## src/rtl/pipelined_add_sub.sv

```systemverilog
// Pipelined two's-complement adder/subtractor: WIDTH bits split into STAGES ripple
// chunks, one chunk per clock, with valid/ready handshaking and a global stall.
module pipelined_add_sub #(
  parameter int WIDTH  = 64,
  parameter int STAGES = 4
) (
  input  logic             clk,
  input  logic             reset,
  input  logic             in_valid,
  output logic             in_ready,
  input  logic [WIDTH-1:0] a,
  input  logic [WIDTH-1:0] b,
  input  logic             sub,
  output logic             out_valid,
  input  logic             out_ready,
  output logic [WIDTH-1:0] result,
  output logic             carry,
  output logic             overflow,
  output logic             zero,
  output logic             negative
);
  localparam int CHUNK = WIDTH / STAGES;

  logic stall;
  assign stall    = out_valid & ~out_ready;
  assign in_ready = ~stall;

  // Stage k keeps the not-yet-added upper operand bits (B already inverted for
  // subtraction) plus the completed lower result bits; widths shrink/grow per stage.
  for (genvar k = 0; k < STAGES - 1; k++) begin : stg
    localparam int DONE = (k + 1) * CHUNK;
    localparam int REM  = WIDTH - DONE;

    logic             valid_q;
    logic             carry_q;
    logic [REM-1:0]   aRem_q;
    logic [REM-1:0]   bRem_q;
    logic [DONE-1:0]  sum_q;
    logic [REM-1:0]   aRem_d;
    logic [REM-1:0]   bRem_d;
    logic [DONE-1:0]  sum_d;
    logic [CHUNK-1:0] opA;
    logic [CHUNK-1:0] opB;
    logic             cin;
    logic             vin;
    logic [CHUNK:0]   chunkSum;

    if (k == 0) begin : gFirst
      assign opA    = a[CHUNK-1:0];
      assign opB    = b[CHUNK-1:0] ^ {CHUNK{sub}};
      assign cin    = sub;
      assign vin    = in_valid;
      assign aRem_d = a[WIDTH-1:CHUNK];
      assign bRem_d = b[WIDTH-1:CHUNK] ^ {REM{sub}};
      assign sum_d  = chunkSum[CHUNK-1:0];
    end else begin : gNext
      assign opA    = stg[k-1].aRem_q[CHUNK-1:0];
      assign opB    = stg[k-1].bRem_q[CHUNK-1:0];
      assign cin    = stg[k-1].carry_q;
      assign vin    = stg[k-1].valid_q;
      assign aRem_d = stg[k-1].aRem_q[REM+CHUNK-1:CHUNK];
      assign bRem_d = stg[k-1].bRem_q[REM+CHUNK-1:CHUNK];
      assign sum_d  = {chunkSum[CHUNK-1:0], stg[k-1].sum_q};
    end

    assign chunkSum = {1'b0, opA} + {1'b0, opB} + {{CHUNK{1'b0}}, cin};

    always_ff @(posedge clk) begin
      if (reset) begin
        valid_q <= 1'b0;
        carry_q <= 1'b0;
        aRem_q  <= '0;
        bRem_q  <= '0;
        sum_q   <= '0;
      end else if (!stall) begin
        valid_q <= vin;
        if (vin) begin
          carry_q <= chunkSum[CHUNK];
          aRem_q  <= aRem_d;
          bRem_q  <= bRem_d;
          sum_q   <= sum_d;
        end
      end
    end
  end

  logic [CHUNK-1:0] lastA;
  logic [CHUNK-1:0] lastB;
  logic             lastCin;
  logic             lastValid;
  logic [CHUNK:0]   lastSum;
  logic [WIDTH-1:0] result_d;
  logic             msbCarry_d;

  if (STAGES == 1) begin : gSingle
    assign lastA     = a;
    assign lastB     = b ^ {WIDTH{sub}};
    assign lastCin   = sub;
    assign lastValid = in_valid;
    assign result_d  = lastSum[CHUNK-1:0];
  end else begin : gMulti
    assign lastA     = stg[STAGES-2].aRem_q;
    assign lastB     = stg[STAGES-2].bRem_q;
    assign lastCin   = stg[STAGES-2].carry_q;
    assign lastValid = stg[STAGES-2].valid_q;
    assign result_d  = {lastSum[CHUNK-1:0], stg[STAGES-2].sum_q};
  end

  assign lastSum    = {1'b0, lastA} + {1'b0, lastB} + {{CHUNK{1'b0}}, lastCin};
  assign msbCarry_d = lastA[CHUNK-1] ^ lastB[CHUNK-1] ^ lastSum[CHUNK-1];

  logic             outValid_q;
  logic [WIDTH-1:0] result_q;
  logic             carryOut_q;
  logic             msbCarry_q;
  logic             zero_q;

  // Data registers only load on real beats, so they stay zero after reset until one arrives.
  always_ff @(posedge clk) begin
    if (reset) begin
      outValid_q <= 1'b0;
      result_q   <= '0;
      carryOut_q <= 1'b0;
      msbCarry_q <= 1'b0;
      zero_q     <= 1'b0;
    end else if (!stall) begin
      outValid_q <= lastValid;
      if (lastValid) begin
        result_q   <= result_d;
        carryOut_q <= lastSum[CHUNK];
        msbCarry_q <= msbCarry_d;
        zero_q     <= (result_d == '0);
      end
    end
  end

  assign out_valid = outValid_q;
  assign result    = result_q;
  assign carry     = carryOut_q;
  assign overflow  = msbCarry_q ^ carryOut_q;
  assign zero      = zero_q;
  assign negative  = result_q[WIDTH-1];
endmodule
```

## config.mk

```make
export PLATFORM = sky130hd
export DESIGN_NAME = pipelined_add_sub
export DESIGN_NICKNAME = d
export VERILOG_FILES = /design/src/rtl/pipelined_add_sub.sv
export SDC_FILE = /design/constraint.sdc
export NUM_CORES = 1
export LEC_CHECK = 0
export CELL_PAD_IN_SITES_DETAIL_PLACEMENT = 1
export CELL_PAD_IN_SITES_GLOBAL_PLACEMENT = 1
export CORE_ASPECT_RATIO = 0.8
export CORE_MARGIN = 3
export CORE_UTILIZATION = 45
export DETAILED_ROUTE_END_ITERATION = 7
export PLACE_DENSITY_LB_ADDON = 0.1
export SKIP_CTS_REPAIR_TIMING = 1
export SLEW_MARGIN = 10
export SYNTH_ARGS = -nofsm -noshare
export SYNTH_HDL_FRONTEND = slang
export SYNTH_SLANG_ARGS = --single-unit
```

## constraint.sdc

```tcl
create_clock -name clk -period 9.5 [get_ports clk]
set_input_delay 2.85 -clock clk [delete_from_list [all_inputs] [get_ports clk]]
set_output_delay 2.85 -clock clk [all_outputs]
set_load 0.01 [all_outputs]
```

## Yosys cells after proc, flatten, opt, wreduce, memory -nomap -nowiden

Index checks and enable logic that the tools add are counted.

- Bits in registers: 362
- Output and inout bits: 70
- Logic and storage cells: 41

- $add $sub $neg: 8
- Bitwise gates (word level): 8
- Reduce and logical (&&, ||, !) cells: 5

Operator list:

| kind | number |
|---|---|
| $add A16 B16 Y17 | 4 |
| $add A17 B1 Y17 | 4 |
| $logic_not A64 Y1 | 1 |
| $xor A48 B48 Y48 | 1 |
| $xor A16 B16 Y16 | 1 |
| $reduce_and A2 Y1 | 4 |
| $xor A1 B1 Y1 | 3 |
| $not A1 Y1 | 2 |
| $and A1 B1 Y1 | 1 |

## Depth between registers and ports, before layout

Gate-level depths: netlist of run 1.

- Depth in word-level cells: 4
- Mapped depth: 12
- Gate-level depth less buffers: 11

## Worst setup path after synthesis of run 1

No wires, ideal clock.

- Path kind: in2out
- Start: input out_ready
- End: output in_ready
- Data arrival time: 3.327 ns
- Required time: 6.650 ns
- Path slack: 3.323 ns
- Cell stages on the path: 2
- Buffers on the path: 0
- Cells stage by stage: nor2b_1 clkinv_1

- Longest elaborated chain between the ends: 3

Ends and longest elaborated chain:

| what | RTL line | text |
|---|---|---|
| start: declaration | 15 | `input logic out_ready,` |
| $not A1 Y1 | 25 | `assign stall = out_valid & ~out_ready;` |
| $and A1 B1 Y1 | 25 |  |
| $not A1 Y1 (no source line) | n/a |  |
| end: declaration | 10 | `output logic in_ready,` |

No other way between the ends.

## Worst setup path in the final report of run 1

Ends and elaborated chain as after synthesis.

==> impl_metrics.yaml, run 1 <==
outcome:
  status: "finished, final reports clean"
yosys:
  synth_area_leader_cell: "dfxtp_1"
  synthesis.area_um2: 16100
  yosys_warnings: 0
  synth_area_leaders: "dfxtp_1, nand2_1, a21oi_1, ha_1, xnor2_1"
  synthFlopType: "dfxtp_1"
  avgSynthCellArea_um2: 7.98
  synth_edf_count: 0
  synth-async-reset-ratio: 0
  synth_cell_type_count: 62
  ys_seq_area_frac: 0.449
  syn-num-nets: 2224
  synth_cells: 2024
  synth.top_cell.area_share: 0.449
  ys_ff_latch: 362
global_routing:
  antenna_found_initial: 1
  track_usage: 0.242
  grt_max_degree: 136
  gr-total-overflow: 0
  grt_pass1_wl_mm: 75.9
  grt_pass1_vias: 14600
die:
  die_h_um: 175
  dieArea_um2: 38200
  num_rows: 61
  ios: 203
  die_w_um: 218
  core_um2: 35000
  start_util: 0.461
final_layout:
  drive_gt1_frac: 0.0479
  antenna_cells: 0
  fill_cells: 4212
  nNetsFinal: 2344
  area_delta_synth_final_pct: 21.7
place:
  gp_congestion: 0.816
  place_hpwl_mm: 32.3
  place_ws_ps: 2130
  port_buffers: 202
detailed_routing:
  routedWlPerCell_um: 18.0
  vias: 14400
  route.detailed.drc: 0
  postRouteAntennaNets: 0
  first_pass_iters: 5
  detail_route.iter0.violations: 730
  routed_wirelength_mm: 47.5
  viasPerCell: 5.45
sta:
  whs_ps: 447
  finalClockSkew_ps: 14.1
  worst_pin_slew_ps: 1020
  setup_viol: 0
  final_hold_viol_count: 0
  finalMaxSlewViolations: 0
  finalWorstPathRequiredPeriod_ps: 7380
  rsz0062_at_grt: "false"
  max_slew_margin: 0.320
  clock.fmax_mhz: 136
  period_share: 0.776
  setup_tns_ps: 0
  layout_setup_ws_ps: 2120
pwr:
  switchingPower_mw: 0.871
  seqPwrFrac: 0.458
  swShare: 0.248
  power.density_nw_per_um2: 179
  total_power_mw: 3.52
  leakage_nw: 7.12
  intPower_mw: 2.65
  pwr-share-comb: 0.110
  clkPwrFrac: 0.433
  max-vdd-ir-drop_v: 0.000143
worst_hold_path:
  min_path_type: "register to register"
setup_path:
  startpoint_type: "primary input"
  path_max_fanout: 9
  required_ps: 6650
  worstSetupPathType: "primary input to output port"
  critical_path_arrival_ps: 4530
  critPathCaptureType: "output port"
clocking:
  cts_buffers: 38
  clockBufferDepth: 3
  clk_latency_ps: 540
  htreeDepth: 2
  clk_pin_slew_ps: 60
  root_buffer: "clkbuf_16"
  cts_tree: "done"
  cts.sinks: 362
job:
  cap_violations: 0
## final cells by class
| type | instances | area (µm²) | area share |
|---|---|---|---|
| inverters | 30 | 113 | 0.00573 |
| clock inverters | 11 | 153 | 0.00777 |
| repair buffers | 215 | 2120 | 0.108 |
| multi-input cells | 1497 | 8300 | 0.422 |
| flip-flops and latches | 362 | 7250 | 0.369 |
| clock buffers | 56 | 1130 | 0.0574 |
| well taps | 472 | 591 | 0.0301 |
## state kept, by name, summed over array words and instances, names as in the netlist, 2 cells and up
| name | cells |
|---|---|
| lastB | 16 |
| stg.valid_q | 2 |
| stg.bRem_q | 80 |
| result | 64 |
| stg.carry_q | 2 |
| stg.aRem_q | 80 |
| stg.sum_q | 96 |
| lastA | 16 |
## worst paths after layout
path	slack (ps)	to	depth (start not counted)	from
setup / recovery	2120	in_ready	4	out_ready
hold / removal	450	stg[1].aRem_q[1]	2	stg[0].aRem_q[17]
setup reg to reg	6320	zero	9	lastA[0]
hold reg to reg	450	stg[1].aRem_q[1]	2	stg[0].aRem_q[17]
## routing by layer
| layer | track usage | part of all wire | up-vias | routed length (µm) |
|---|---|---|---|---|
| met3 | 0.0341 | 0.037 | 64 | 1750 |
| met2 | 0.404 | 0.46 | 223 | 21800 |
| li1 | - | - | 7143 | - |
| met5 | 0 | 0.00025 | - | 12 |
| met1 | 0.334 | 0.48 | 6983 | 23000 |
| met4 | 0.0592 | 0.020 | 2 | 936 |
## critical path: stages
cell and delay [ps]:
clkdlybuf4s50_1 410, nor2b_1 290, clkinv_1 380, clkdlybuf4s50_1 590
## cells in the mapped netlist, types with 14 or more instances
cell        n
nor4_1     17
xnor2_1    67
nand3_1    36
clkbuf_1  123
or3_1      14
nand2_1   569
a21oi_1   314
dfxtp_1   362
a211oi_1   67
nor3_1     36
nor2_1     97
ha_1       60
a21o_1     14
xor2_1     27
o21a_1     16
inv_1      28
o21ai_0    33
## through the flow
stage	utilization	cells	area [µm²]
5_1_grt	0.561	2643	19700
3_3_place_gp	0.524	2576	18400
3_5_place_dp	0.524	2576	18400
6_report	0.561	2643	19700
2_1_floorplan	-	2024	16100
4_1_cts	0.561	2643	19700
## logic make-up (layout without fill, tap and decap cells)
family          after synthesis  in the layout  synth area share
compound gates              514            514             0.194
xor+xnor                     94             94            0.0510
fa+ha+maj                    67             67            0.0552
buf+inv                     165            312            0.0389
flops                       362            362             0.449
mux                           4              4           0.00256
simple gates                818            818             0.210
## cells in the final DEF (no fill, tap or decap), drive strengths merged, types with 30 or more instances in the layout
cell type,count
a211oi,69
clkbuf,56
nand2,569
xnor2,67
clkdlybuf4s50,200
dfxtp,362
a21oi,314
nor3,36
nor2,97
ha,60
inv,30
nand3,36
o21ai,36
## power by group through the flow
stage	Clock [mW]	Sequential, mW	Combinational [mW]
global placement	0	1.64	0.372
detailed placement	0	1.64	0.384
global route	1.62	1.62	0.428
floorplan	0	1.63	0.251
CTS	1.56	1.61	0.388
finish	1.52	1.61	0.385
Note: power is estimated with default switching activity, not from simulation.
==> run 2, diff against run 1 <==
CORE_UTILIZATION = 41   (was 45)
clock period = 7.7 ns   (was 9.5 ns; I/O delays follow)
==> run 2 against run 1 <==
Clock power is 18% higher; cell area is 0.11% lower; register-to-register slack worse by 1800 ps; wire length is 0.25% lower; largest power group unchanged; flip-flop and latch count stayed put; combinational power is 23% higher; sequential share of layout area hardly changed; critical path depth stayed put; utilization is 5.1 points lower; global-route usage is 2.3 points lower; worst setup slack worse by 730 ps; total power is 21% higher.
==> impl_metrics.yaml, run 2 (synthesized netlist as in run 1, its figures left out) <==
setup_path:
  path_max_fanout: 9
  r2r_slack_ps: 4560
  startpoint_type: "primary input"
  critical_path_arrival_ps: 4000
  r2r_end: "zero"
  required_ps: 5390
  worstSetupPathType: "primary input to output port"
  critPathCaptureType: "output port"
  r2r-start: "lastA[0]"
  worst_r2r_path_depth: 9
detailed_routing:
  vias: 14400
  first_pass_iters: 4
  detail_route.iter0.violations: 596
  routed_wirelength_mm: 47.4
  routedWlPerCell_um: 17.6
  route.detailed.drc: 0
  viasPerCell: 5.34
  postRouteAntennaNets: 0
pwr:
  pwr-share-comb: 0.111
  seqPwrFrac: 0.468
  power.density_nw_per_um2: 216
  switchingPower_mw: 1.07
  leakage_nw: 7.07
  swShare: 0.251
  intPower_mw: 3.18
  max-vdd-ir-drop_v: 0.000129
  clkPwrFrac: 0.421
die:
  dieArea_um2: 41800
  ios: 203
  die_w_um: 228
  die_h_um: 184
  core_um2: 38500
  num_rows: 64
  start_util: 0.419
place:
  port_buffers: 202
  place_inst: 2631
  place_hpwl_mm: 32.8
  gp_congestion: 0.824
final_layout:
  drive_gt1_frac: 0.0457
  nNetsFinal: 2343
  antenna_cells: 0
  stdcell_count: 2696
  area_delta_synth_final_pct: 21.5
  largest_register: "stg.sum_q"
  largest_registers: "stg.sum_q x96, stg.aRem_q x80, stg.bRem_q x80"
  final_common_cell: "nand2_1"
  largest_register_ffs: 96
  final_cell_mix: "nand2_1, dfxtp_1, a21oi_1, clkdlybuf4s50_1, nor2_1"
  seq_area_um2: 7250
  fill_cells: 4596
  multi_input_area_um2: 8300
outcome:
  status: "finished, final reports clean"
worst_hold_path:
  min_path_cells: 2
  hp-start: "stg[0].aRem_q[19]"
  holdPathEnd: "stg[1].aRem_q[3]"
  min_path_type: "register to register"
sta:
  clock.fmax_mhz: 159
  setup_viol: 0
  rsz0062_at_grt: "false"
  finalWorstPathRequiredPeriod_ps: 6310
  max_slew_margin: 0.273
  whs_ps: 453
  final_hold_viol_count: 0
  finalClockSkew_ps: 11.2
  setup_tns_ps: 0
  worst_pin_slew_ps: 1090
  period_share: 0.819
  finalMaxSlewViolations: 0
global_routing:
  grt_pass1_wl_mm: 76.3
  antenna_found_initial: 0
  grt_pass1_vias: 14600
  gr-total-overflow: 0
  track_usage: 0.219
  grt_max_degree: 100
clocking:
  htreeDepth: 2
  cts.sinks: 362
  clk_latency_ps: 530
  clk_pin_slew_ps: 60
  cts_tree: "done"
  clockBufferDepth: 3
  cts_buffers: 38
  root_buffer: "clkbuf_16"
job:
  cap_violations: 0
[run 2: cell types whose count changed in the layout (fill, tap and decap cells not counted), sizes merged]
cell / change
clkbuf: -3
buf: -1
bufinv: -1
clkinv: +2
[run 2: how the worst max path moves through the flow]
stage	start	end	slack, ps	cells past startpoint
final	out_ready	in_ready	1390	4
after global routing	out_ready	in_ready	1310	4
after CTS	out_ready	in_ready	1410	4
after detailed placement	out_ready	in_ready	1410	4
after global placement	out_ready	in_ready	1480	4
after floorplan	sub	stg[0].carry_q	2390	12
[run 2: final cells by class]
class / count / share of cell area
Timing Repair Buffer: 214 / 0.108
Tap cell: 528 / 0.0337
Clock inverter: 12 / 0.00657
Sequential cell: 362 / 0.369
Multi-Input combinational cell: 1497 / 0.423
Inverter: 30 / 0.00574
Clock buffer: 53 / 0.0544
[run 2: power by group through the flow]
stage	clock network, mW	logic [mW]	registers, mW
floorplan	0	0.309	2.01
global placement	0	0.462	2.03
detailed placement	0	0.476	2.03
CTS	1.83	0.480	1.99
global route	1.91	0.529	2.00
finish	1.79	0.474	1.99
[run 2: per-layer routing]
layer,track usage,up-vias,share of wire
li1,-,7135,-
met1,0.295,7004,0.49
met2,0.377,190,0.47
met3,0.0304,59,0.031
met4,0.0507,0,0.018
met5,0,-,0
[run 2: through the flow]
stage,power (mW),area (µm²),utilization,setup WS [ps]
after global routing,4.44,19600,0.510,1310
after CTS,4.30,19600,0.510,1410
after global placement,2.49,18400,0.479,1480
after detailed placement,2.50,18400,0.479,1410
after floorplan,2.32,16100,-,2390
final,4.25,19600,0.510,1390
[run 2: critical path, stage by stage]
cell and delay (ps):
clkdlybuf4s50_1 410, nor2b_1 320, clkinv_1 370, clkdlybuf4s50_1 580
==> patch 1: new RTL, config.mk and constraints of run 2 <==
Reset style: asynchronous (`reset`), changed in 2 clocked blocks.
--- a/src/rtl/pipelined_add_sub.sv
+++ b/src/rtl/pipelined_add_sub.sv
@@ -65,7 +65,7 @@
 
     assign chunkSum = {1'b0, opA} + {1'b0, opB} + {{CHUNK{1'b0}}, cin};
 
-    always_ff @(posedge clk) begin
+    always_ff @(posedge clk or posedge reset) begin
       if (reset) begin
         valid_q <= 1'b0;
         carry_q <= 1'b0;
@@ -116,7 +116,7 @@
   logic             zero_q;
 
   // Data registers only load on real beats, so they stay zero after reset until one arrives.
-  always_ff @(posedge clk) begin
+  always_ff @(posedge clk or posedge reset) begin
     if (reset) begin
       outValid_q <= 1'b0;
       result_q   <= '0;
Check against the original RTL: not equivalent (a bounded check fails within 10 cycles, from zero or initial values and one cycle with reset high; the reset may be asserted at any time).
==> patch 1 against run 2 <==
Core utilization increased by 0.69 points. Critical path depth fell by 1. Sequential cell count unchanged. Design area grew 4.7%. Synthesized cell count down 32%. Maximum frequency is 9.8% higher. Area after synthesis is 3.0% higher. Wire length down 19%. Setup slack better by 0.56 ns. Non-clock buffer count decreased by 2. Critical endpoint unchanged. Largest cell class is now flip-flops and latches.
Power is not compared: it rests on default switching activity, and its combinational part moved more than twofold at a synthesized area within 25%.
==> patch 1: results (changes against run 2) <==
metric;value;unit;change
grt_pass1_vias;11600;;-20%
fill_cells;4086;;-11%
vias;10800;;-25%
antenna_found_initial;1;;+1
routed_wl;38.4;mm;-19%
slew-limit-headroom;39.0;%;+12 points
yosys.cell_types.count;53;;-15%
numCtsBuffers;39;;+2.6%
drive_gt1_share;21.2;%;+17 points
ys_seq_area_share;54.5;%;+9.6 points
postSynth.asyncResetShare;100;%;+100 points
crit_fanout;2;;-7
synth_area_leaders;dfrtp_1, mux2_2, ha_1;;
synth_nets;1571;;-29%
grt_pass1_wl;62.5;mm;-18%
cp_data_arrival_time;3.44;ns;-0.56 ns
initialDrtViolationCount;468;;-21%
fin_nets;1764;;-25%
status;completed;;
grt.total_usage;18.1;%;-3.9 points
largest_registers;stg.sum_q (96), stg.aRem_q (80), stg.bRem_q (80);;
min_path_type;flop to flop;;
place.detailed.hpwl;27.0;mm;-18%
grt_max_degree;179;;+79%
yosysWarnings;0;;unchanged
gp_congestion;0.804;;-2.5%
clock_skew;0.0198;ns;+0.00860 ns
cts_root_buffer;clkbuf_16;;
synth_common_cells;dfrtp_1, mux2_2, nand2_1;;
[patch 1: kinds of logic (layout without fill, tap and decap cells)]
logic type	Yosys count	count (layout)	share of synthesized area [%]
multiplexers	248	248	16.8
other	0	1	0
buffers and inverters	81	303	1.88
AO/OA/AOI/OAI	229	229	8.28
XOR/XNOR	109	109	5.74
adder cells (fa/ha/maj)	67	67	5.36
AND/OR/NAND/NOR	275	275	7.49
flip-flops	362	362	54.5
[patch 1: per-stage QoR]
step                instance area (sq um)  cells  worst slack, ns
detailed placement                  19200   2059             1.94
floorplan                           16600   1371            0.536
finish                              20500   2130             1.95
global route                        20500   2130             1.89
CTS                                 20500   2129             1.93
global placement                    19200   2059             1.96
[patch 1: where the power goes]
group | switching (W) | total [W] | internal, W
combinational | 0.00180 | 0.00369 | 0.00189
clock | 0.000751 | 0.00188 | 0.00113
sequential | 0.000531 | 0.00329 | 0.00276
[patch 1: routing by layer]
layer	GRT usage [%]	wire (um)	vias up	part of all wire, %
li1	-	-	5213	-
met1	25.2	18500	5395	48
met2	29.4	17700	150	46
met3	2.79	1230	54	3.2
met4	5.55	916	0	2.4
met5	0	0	-	0
[patch 1: worst paths after layout]
path | endpoint | depth (start not counted) | slack (ns) | from
max | in_ready | 3 | 1.95 | out_ready
min | stg[0].bRem_q[21]$_DFFE_PP0P_ | 2 | 0.47 | stg[0].bRem_q[21]$_DFFE_PP0P_
max reg2reg | zero$_DFFE_PP0P_ | 10 | 4.42 | lastA[0]$_DFFE_PP0P_
min reg2reg | stg[0].bRem_q[21]$_DFFE_PP0P_ | 2 | 0.47 | stg[0].bRem_q[21]$_DFFE_PP0P_
max in group asynchronous | stg[0].aRem_q[39]$_DFFE_PP0P_ | 3 | 4.43 | reset
min in group asynchronous | stg[1].bRem_q[1]$_DFFE_PP0P_ | 2 | 2.10 | reset
[patch 1: area by class of cell]
| cell class | instances | area share (%) |
|---|---|---|
| Sequential cell | 362 | 44.1 |
| Inverter | 21 | 0.402 |
| Clock inverter | 12 | 0.439 |
| Timing Repair Buffer | 212 | 10.4 |
| Multi-Input combinational cell | 928 | 35.5 |
| Tap cell | 536 | 3.26 |
| Antenna cell | 1 | 0.0122 |
| Clock buffer | 58 | 5.94 |
[patch 1: critical path, cell delays in order]
cell and delay, ns:
clkdlybuf4s50_1 0.45, nand2b_1 0.13, clkdlybuf4s50_1 0.55
==> patch 2: new RTL, flow settings as in run 2 <==
Made on the original files. The parameter `WIDTH` goes from 64 to 60.
--- a/src/rtl/pipelined_add_sub.sv
+++ b/src/rtl/pipelined_add_sub.sv
@@ -1,7 +1,7 @@
 // Pipelined two's-complement adder/subtractor: WIDTH bits split into STAGES ripple
 // chunks, one chunk per clock, with valid/ready handshaking and a global stall.
 module pipelined_add_sub #(
-  parameter int WIDTH  = 64,
+  parameter int WIDTH  = 60,
   parameter int STAGES = 4
 ) (
   input  logic             clk,
Ports: changed (resized a, b and result); port bits go from 203 to 191. The function was not compared with the original's and may differ.
==> patch 2 against run 2 <==
Wire length down 9.8%. Non-clock buffer count down 15. Combinational power down 6.3%. Total power down 5.5%. Sequential cell count down 22. Setup slack better by 0.087 ns. Critical path depth unchanged. Area after synthesis down 7.5%. Sequential share of layout area up 0.44 points. Via count down 9.7%. Core utilization up 0.59 points. Critical endpoint unchanged. Design area down 7.2%.
==> patch 2: results (changes against run 2) <==
metric;value;unit;change
status;completed;;
postSynth.asyncResetShare;0;%;unchanged
fin_nets;2178;;-7.0%
r2r-start;stg[0].carry_q$_SDFFE_PP0P_;;
dpl.cell_count;2424;;-7.9%
avgViaCountPerCell;5.23;;-2.1%
dr.pass1.iters;4;;unchanged
clock_skew;0.0172;ns;+0.00600 ns
largest_registers;stg.sum_q (90), stg.aRem_q (75), stg.bRem_q (75);;
antenna_cells;0;;unchanged
yosysWarnings;0;;unchanged
synth_area_per_cell;7.97;sq um;about the same
crit_slowest_cell;clkdlybuf4s50_1;;
slew-limit-headroom;30.6;%;+3.3 points
grt_max_degree;212;;+110%
irDropWorstVdd;0.140;mV;+8.3%
drive_gt1_share;4.07;%;-0.50 points
numCtsBuffers;36;;-5.3%
leakagePower;6.59;nW;-6.9%
grt_pass1_vias;12800;;-12%
numPortBuffers;190;;-5.9%
clock_latency;0.53;ns;about the same
ys_seq_area_share;45.6;%;+0.68 points
cp_data_arrival_time;3.91;ns;-0.09 ns
cts_max_level;2;;unchanged
crit_fanout;9;;unchanged
cp_slowest_stage_delay;0.55;ns;-0.03 ns
dpl_cell_area;0.0171;sq mm;-7.4%
fill_cells;4230;;-8.0%
synthFlopType;dfxtp_1;;
place.detailed.hpwl;30.4;mm;-7.3%
synth_common_cells;nand2_1, dfxtp_1, a21oi_1;;
grt_pass1_wl;68.4;mm;-10%
initialDrtViolationCount;860;;+44%
cts_root_buffer;clkbuf_16;;
antenna_found_initial;0;;unchanged
synth_nets;2062;;-7.3%
gp_congestion;0.825;;+0.17%
min_path_type;flop to flop;;
cts.path.max_buffers;3;;unchanged
yosys.cell_types.count;60;;-3.2%
synth_area_leaders;dfxtp_1, nand2_1, a21oi_1;;
grt.total_usage;21.6;%;-0.34 points
clk_pin_slew;0.06;ns;about the same
min_from;stg[0].aRem_q[34]$_SDFFE_PP0P_;;
routed_wl;42.8;mm;-9.8%
setup.worst_path.start;out_ready;;
final_cells;2487;;-7.8%
[patch 2: worst register-to-register path: stages, from the launching register on]
cell	delay, ns
dfxtp_1	0.32
inv_1	0.06
fa_1	0.45
nor2b_1	0.23
o31ai_1	0.15
a211oi_1	0.33
nor3_1	0.15
o31ai_1	0.47
a2111oi_0	0.19
a2111oi_0	0.38
[patch 2: final timing paths]
check	end	slack [ns]	depth (start not counted)
worst max-delay path	in_ready	1.48	4
worst min-delay path	stg[1].aRem_q[19]$_SDFFE_PP0P_	0.45	2
worst max register to register	stg[1].carry_q$_SDFFE_PP0P_	4.86	9
worst min register to register	stg[1].aRem_q[19]$_SDFFE_PP0P_	0.45	2
[patch 2: cell type report]
class / count / area, sq um / area share [%]
multi-input combinational: 1392 / 7600 / 41.7
tap: 472 / 591 / 3.24
sequential: 340 / 6810 / 37.4
timing repair buffer: 199 / 1980 / 10.9
clock inverter: 6 / 43.8 / 0.240
clock buffer: 57 / 1110 / 6.10
inverter: 21 / 78.8 / 0.433
[patch 2: cell families (layout without fill, tap and decap cells)]
logic type	after synthesis	after routing	share of synthesized area (%)
and+or+nand+nor	782	782	21.8
AOI/OAI and AO/OA	454	454	17.8
DFF	340	340	45.6
buffers and inverters	142	283	3.68
xor gates and xnor gates	92	92	5.39
adders and majority gates	63	63	5.63
muxes	1	1	0.100
[patch 2: metrics by stage]
stage,worst slack [ns],utilization [%],hold slack (ns)
floorplan,2.53,-,0.427
global placement,1.49,48.3,0.440
detailed placement,1.49,48.3,0.446
CTS,1.48,51.6,0.454
global route,1.39,51.6,0.471
finish,1.48,51.6,0.450
[patch 2: layer usage]
metal | vias to the layer above | global-route usage [%] | part of all wire (%)
li1 | 6590 | - | -
met1 | 6149 | 34.9 | 55
met2 | 211 | 30.2 | 40
met3 | 48 | 2.80 | 3.6
met4 | 0 | 4.53 | 1.6
met5 | - | 0 | 0
[patch 2: where the power goes]
group          switching (W)  internal, W
registers          0.0000458      0.00183
logic               0.000253     0.000192
clock network       0.000706     0.000991
